$ cat config.mk
export PLATFORM = sky130hd
export DESIGN_NAME = matmul_tile_scheduler
export DESIGN_NICKNAME = d
export VERILOG_FILES = /design/src/rtl/matmul_tile_scheduler.sv
export SDC_FILE = /design/constraint.sdc
export NUM_CORES = 1
export LEC_CHECK = 0
export BUFFER_PORTS_ARGS = -buffer_cell sky130_fd_sc_hd__buf_2
export CELL_PAD_IN_SITES_DETAIL_PLACEMENT = 0
export CELL_PAD_IN_SITES_GLOBAL_PLACEMENT = 2
export CORE_ASPECT_RATIO = 1.4
export CORE_MARGIN = 2
export CORE_UTILIZATION = 30
export CTS_BUF_LIST = sky130_fd_sc_hd__clkbuf_8 sky130_fd_sc_hd__clkbuf_16
export DETAILED_ROUTE_END_ITERATION = 10
export PLACE_DENSITY = 0.77
export SYNTH_ARGS = -nofsm -noshare
export SYNTH_HDL_FRONTEND = slang
export SYNTH_SLANG_ARGS = --single-unit
$ cat constraint.sdc
create_clock -name clk -period 8.4 [get_ports clk]
set_input_delay 0.84 -clock clk [delete_from_list [all_inputs] [get_ports clk]]
set_output_delay 0.84 -clock clk [all_outputs]
set_load 0.005 [all_outputs]
$ cat src/rtl/matmul_tile_scheduler.sv
// -----------------------------------------------------------------------------
// matmul_tile_scheduler
//
// Sequencer for a tiled systolic matrix multiply C = A x B. It walks the output
// tiles in row-major order and, within each tile, the chunks of the inner
// dimension. For every chunk it presents the operand-RAM chunk addresses,
// pulses the systolic core's active-low reset for one cycle, and tells the
// accumulator whether to clear (first chunk) or accumulate. A finished tile is
// announced with a one-cycle out_valid strobe; done pulses with the last one.
//
// Ports
//   clk              : clock, rising edge
//   rst_n            : asynchronous active-low reset
//   start            : begin a full run (only looked at while idle)
//   systolic_finish  : core has finished the current chunk
//   accumulator_done : core accumulator holds a completed tile
//   counter_A        : RAM A chunk address, k + K_STEPS*row
//   counter_B        : RAM B chunk address, k + K_STEPS*col
//   core_rst_n       : active-low reset to the systolic core
//   reset_acc        : 0 = clear accumulator, 1 = accumulate
//   out_valid        : one-cycle strobe, core output is a valid tile
//   tile_row         : row index of the current tile
//   tile_col         : column index of the current tile
//   tile_index       : linear tile number, row*COL_TILES + col
//   busy             : run in progress
//   done             : one-cycle pulse, run complete
//
// All three matrix dimensions must be multiples of BLOCK_SIZE, and the largest
// address (ROW_TILES*K_STEPS-1 or COL_TILES*K_STEPS-1) must fit in WIDTH bits.
// -----------------------------------------------------------------------------
module matmul_tile_scheduler #(
    parameter int WIDTH           = 16,
    parameter int BLOCK_SIZE      = 2,
    parameter int INNER_DIMENSION = 8,
    parameter int ROW_SIZE_MAT_A  = 10,
    parameter int COL_SIZE_MAT_B  = 6
) (
    input  logic             clk,
    input  logic             rst_n,
    input  logic             start,
    input  logic             systolic_finish,
    input  logic             accumulator_done,
    output logic [WIDTH-1:0] counter_A,
    output logic [WIDTH-1:0] counter_B,
    output logic             core_rst_n,
    output logic             reset_acc,
    output logic             out_valid,
    output logic [15:0]      tile_row,
    output logic [15:0]      tile_col,
    output logic [WIDTH-1:0] tile_index,
    output logic             busy,
    output logic             done
);

    localparam int K_STEPS   = INNER_DIMENSION / BLOCK_SIZE;
    localparam int ROW_TILES = ROW_SIZE_MAT_A / BLOCK_SIZE;
    localparam int COL_TILES = COL_SIZE_MAT_B / BLOCK_SIZE;
    localparam int NUM_TILES = ROW_TILES * COL_TILES;

    localparam logic [WIDTH-1:0] K_STEPS_W = WIDTH'(K_STEPS);
    localparam logic [WIDTH-1:0] K_LAST    = WIDTH'(K_STEPS - 1);
    localparam logic [WIDTH-1:0] LAST_TILE = WIDTH'(NUM_TILES - 1);
    localparam logic [WIDTH-1:0] ONE_W     = WIDTH'(1);
    localparam logic [15:0]      COL_LAST  = 16'(COL_TILES - 1);

    typedef enum logic [2:0] {
        IDLE,
        LOAD,
        RUN,
        WAIT_ACC,
        EMIT
    } state_t;

    state_t           state;
    logic [WIDTH-1:0] k;
    logic [WIDTH-1:0] k_inc;
    logic [15:0]      next_row;
    logic [15:0]      next_col;
    logic             last_tile;

    // Chunk address: unsigned, truncated to WIDTH bits.
    function automatic logic [WIDTH-1:0] chunk_addr(input logic [WIDTH-1:0] kk,
                                                    input logic [15:0]      idx);
        return kk + WIDTH'(idx) * K_STEPS_W;
    endfunction

    // Position of the tile that follows the current one (row-major walk).
    always_comb begin
        k_inc     = k + ONE_W;
        next_row  = tile_row;
        next_col  = tile_col + 16'd1;
        if (tile_col == COL_LAST) begin
            next_col = '0;
            next_row = tile_row + 16'd1;
        end
        last_tile = (tile_index == LAST_TILE);
    end

    always_ff @(posedge clk or negedge rst_n) begin
        if (!rst_n) begin
            state      <= IDLE;
            k          <= '0;
            counter_A  <= '0;
            counter_B  <= '0;
            core_rst_n <= 1'b0;
            reset_acc  <= 1'b0;
            out_valid  <= 1'b0;
            tile_row   <= '0;
            tile_col   <= '0;
            tile_index <= '0;
            busy       <= 1'b0;
            done       <= 1'b0;
        end else begin
            // Strobes last exactly one cycle unless re-asserted below.
            out_valid <= 1'b0;
            done      <= 1'b0;

            case (state)
                IDLE: begin
                    if (start) begin
                        k          <= '0;
                        tile_row   <= '0;
                        tile_col   <= '0;
                        tile_index <= '0;
                        counter_A  <= '0;
                        counter_B  <= '0;
                        core_rst_n <= 1'b0;
                        reset_acc  <= 1'b0;
                        busy       <= 1'b1;
                        state      <= LOAD;
                    end
                end

                // Addresses were presented on entry; the core is held in reset
                // for this one cycle while the RAMs complete their read.
                LOAD: begin
                    core_rst_n <= 1'b1;
                    state      <= RUN;
                end

                RUN: begin
                    if (systolic_finish) begin
                        core_rst_n <= 1'b0;
                        if (k != K_LAST) begin
                            k         <= k_inc;
                            counter_A <= chunk_addr(k_inc, tile_row);
                            counter_B <= chunk_addr(k_inc, tile_col);
                            reset_acc <= 1'b1;
                            state     <= LOAD;
                        end else if (accumulator_done) begin
                            // Accumulator already complete: skip WAIT_ACC.
                            out_valid <= 1'b1;
                            done      <= last_tile;
                            state     <= EMIT;
                        end else begin
                            state <= WAIT_ACC;
                        end
                    end
                end

                WAIT_ACC: begin
                    if (accumulator_done) begin
                        out_valid <= 1'b1;
                        done      <= last_tile;
                        state     <= EMIT;
                    end
                end

                // tile_row/tile_col/tile_index still describe the emitted tile
                // here; they advance only as this state is left.
                EMIT: begin
                    if (last_tile) begin
                        busy      <= 1'b0;
                        reset_acc <= 1'b0;
                        state     <= IDLE;
                    end else begin
                        k          <= '0;
                        tile_row   <= next_row;
                        tile_col   <= next_col;
                        tile_index <= tile_index + ONE_W;
                        counter_A  <= chunk_addr('0, next_row);
                        counter_B  <= chunk_addr('0, next_col);
                        core_rst_n <= 1'b0;
                        reset_acc  <= 1'b0;
                        state      <= LOAD;
                    end
                end

                default: begin
                    state <= IDLE;
                end
            endcase
        end
    end

endmodule

==> impl_metrics.json <==
{
  "clk_latency_ns": 0.36,
  "synth_nets": 800,
  "p_per_area_nw_per_um2": 198.4,
  "cp_data_required_time_ns": 8.65,
  "num_io_pins": 90,
  "synth_top_area_share_pct": 37.76,
  "clkSlewWorstSetupHoldPaths_ns": 0.07,
  "ctsResizeCount": 0,
  "hold_viol_final": 0,
  "htree_levels": 3,
  "p_int_w": 0.0009613,
  "grt_max_degree": 53,
  "routabilityCongestion": 0.8808,
  "drive_above_1_share_pct": 14.75,
  "synth_area_leaders": "dfrtp_1, ha_1, o21ai_0",
  "cts_buffers": 9,
  "grt_use_total_pct": 18.82,
  "cts_buffer_depth": 2,
  "routed_wl_microns": 21580,
  "fillCellCount": 2300,
  "final_util_pct": 35.09,
  "endpoint": "counter_B[12]$_DFFE_PN0P_",
  "dp_hpwl_microns": 15550,
  "relSlewSlack_pct": 36.77,
  "seq_power_share_pct": 40.3,
  "synth_top_area_cell": "dfrtp_1",
  "stdcell_area_sq_um": 7671,
  "reg2reg_from": "tile_index[0]$_DFFE_PN0P_",
  "cp.arrival_ns": 3.72,
  "grt_pass1_wl_microns": 34350,
  "layout_commonest_cell": "dfrtp_1",
  "cts_tree": "done",
  "drcViolationCount": 0,
  "cp-start-kind": "flop",
  "finalSetupTns_ns": 0,
  "antenna_found_initial": 0,
  "portBuffers": 89,
  "p_leak_nw": 3.495,
  "p_sw_w": 0.0005608,
  "synth_cell_types": 65,
  "ir_worst_vdd_mv": 0.1328,
  "dr.pass1.iters": 4,
  "ys.flop_type": "dfrtp_1",
  "rrSetupSlack_ns": 4.93,
  "synth_edf_count": 0,
  "reg2reg_to": "counter_B[12]$_DFFE_PN0P_",
  "avgSynthCellArea_sq_um": 8.818,
  "die_y_microns": 180.7,
  "comb_power_share_pct": 29.3,
  "wire_per_inst_microns": 19.20,
  "clockRootBuffer": "clkbuf_16",
  "power.total_w": 0.001522,
  "clock_skew_ns": 0.01237,
  "drv_slew": 0,
  "cap_violations": 0,
  "syn_area_sq_um": 6693,
  "setup_viol": 0,
  "start_util_pct": 30.61,
  "dr.first_iter.drc_count": 345,
  "place_inst": 1109,
  "rsz0062_at_grt": "no",
  "tightest_slew_ns": 0.9462,
  "ys_warn_count": 0,
  "overflow": 0,
  "die_area_sq_um": 23540,
  "async_flop_share_pct": 100.0,
  "fp-row-count": 64,
  "via_count": 6054,
  "netlist_instances": 759,
  "placed_area_sq_um": 7358,
  "fmax_mhz": 287.9,
  "fin_crit_sh_pct": 41.35,
  "swShare_pct": 36.84,
  "instances_no_fill": 1124,
  "cp_max_fo": 32,
  "ff2ff_path_depth": 8,
  "crit_type": "reg -> reg",
  "min_period_ns": 3.473,
  "yosysSeqAreaShare_pct": 37.76,
  "cts_setup_buffers": 0,
  "critPathLaunch": "tile_index[0]$_DFFE_PN0P_",
  "postCtsHoldBufs": 0,
  "mostFrequentLayoutCells": "dfrtp_1, buf_2, nand2_1",
  "hp-start": "counter_A[2]$_DFFE_PN0P_",
  "pwr-share-clk_pct": 30.4,
  "diodes": 0,
  "end_kind": "flop",
  "ant_nets": 0,
  "nets": 864,
  "min_path_type": "reg -> reg",
  "grt_pass1_vias": 5890,
  "status": "completed",
  "core_sq_um": 21860,
  "yosys_register_bits": 101,
  "cts_sinks": 101,
  "chipWidth_microns": 130.2,
  "syn2layout_area_growth_pct": 14.62,
  "avgViaCountPerCell": 5.386
}
-- cells in the mapped netlist (5+ instances only) --
cell type / n
a21oi_1: 41
o21a_1: 11
o221ai_1: 7
nand2b_1: 6
inv_1: 12
clkbuf_1: 25
o31ai_1: 11
a211oi_1: 5
nand2_1: 85
nor3_1: 18
o21ai_0: 72
ha_1: 34
dfrtp_1: 101
a21o_1: 8
and4_1: 8
xnor2_1: 38
or3_1: 8
and3_1: 14
buf_2: 8
nand3_1: 32
a22o_1: 5
buf_4: 5
nor4_1: 12
xor2_1: 32
nand4_1: 20
o21bai_1: 5
a31oi_1: 10
nor2_1: 62
-- through the flow --
step / hold WS [ns] / setup WS [ns]
detailed placement: 0.4787 / 4.877
global placement: 0.4601 / 4.933
floorplan: 0.4733 / 5.319
CTS: 0.4931 / 4.864
global route: 0.5225 / 4.580
finish: 0.4891 / 4.927
-- layout make-up --
type | count | area (sq um) | share of cell area, %
clock buffer | 9 | 225.2 | 2.936
inverter | 12 | 45.04 | 0.5872
sequential | 101 | 2527 | 32.95
tap | 297 | 371.6 | 4.844
timing repair buffer | 95 | 493.0 | 6.426
clock inverter | 6 | 87.58 | 1.142
multi-input combinational | 604 | 3921 | 51.12
-- kinds of logic after synthesis --
family	count (synthesis)	synth area share, %
AOI/OAI and AO/OA	207	19.71
xor gates and xnor gates	71	9.497
adders and majority gates	36	6.955
buffers and inverters	54	3.702
DFF	101	37.76
muxes	5	0.7665
and+or+nand+nor	285	21.61
-- critical path, stage by stage (launching register included) --
cell     delay [ns]
dfrtp_1        0.44
inv_1          0.08
ha_1           0.13
nor4b_1        0.30
and4_1         0.55
a21o_2         0.68
nand2_1        0.56
buf_4          0.39
o22a_1         0.21
-- power by group through the flow --
stage,clock [W],sequential [W],combinational [W]
after floorplan,0,0.000604,0.000294
after global placement,0,0.000625,0.000448
after detailed placement,0,0.000623,0.000454
after CTS,0.000472,0.000614,0.000455
after global routing,0.000493,0.000625,0.000504
final,0.000463,0.000613,0.000446
-- metal layers --
metal	vias to the layer above	share of wire (%)	track usage [%]	routed length [microns]
met5	-	0	0	0
li1	2915	-	-	-
met3	26	3.2	2.606	684
met4	0	2.4	6.022	510
met2	116	50	31.31	10810
met1	2997	44	25.03	9578
-- sequential cells by signal, indices dropped and copies added (netlist names) --
name / flops
tile_index: 16
state: 3
tile_row: 16
k: 15
counter_B: 14
counter_A: 16
tile_col: 16
reset_acc: 1
busy: 1
out_valid: 1
done: 1
core_rst_n: 1
-- worst min-delay path by stage --
stage / endpoint / slack, ns / cells past startpoint
after global placement: counter_A[5]$_DFFE_PN0P_ / 0.46 / 2
final: counter_A[2]$_DFFE_PN0P_ / 0.49 / 2
after detailed placement: counter_A[2]$_DFFE_PN0P_ / 0.48 / 2
after CTS: counter_A[2]$_DFFE_PN0P_ / 0.49 / 2
after floorplan: counter_A[2]$_DFFE_PN0P_ / 0.47 / 2
after global routing: counter_B[8]$_DFFE_PN0P_ / 0.52 / 1
(Power assumes the default switching activity.)
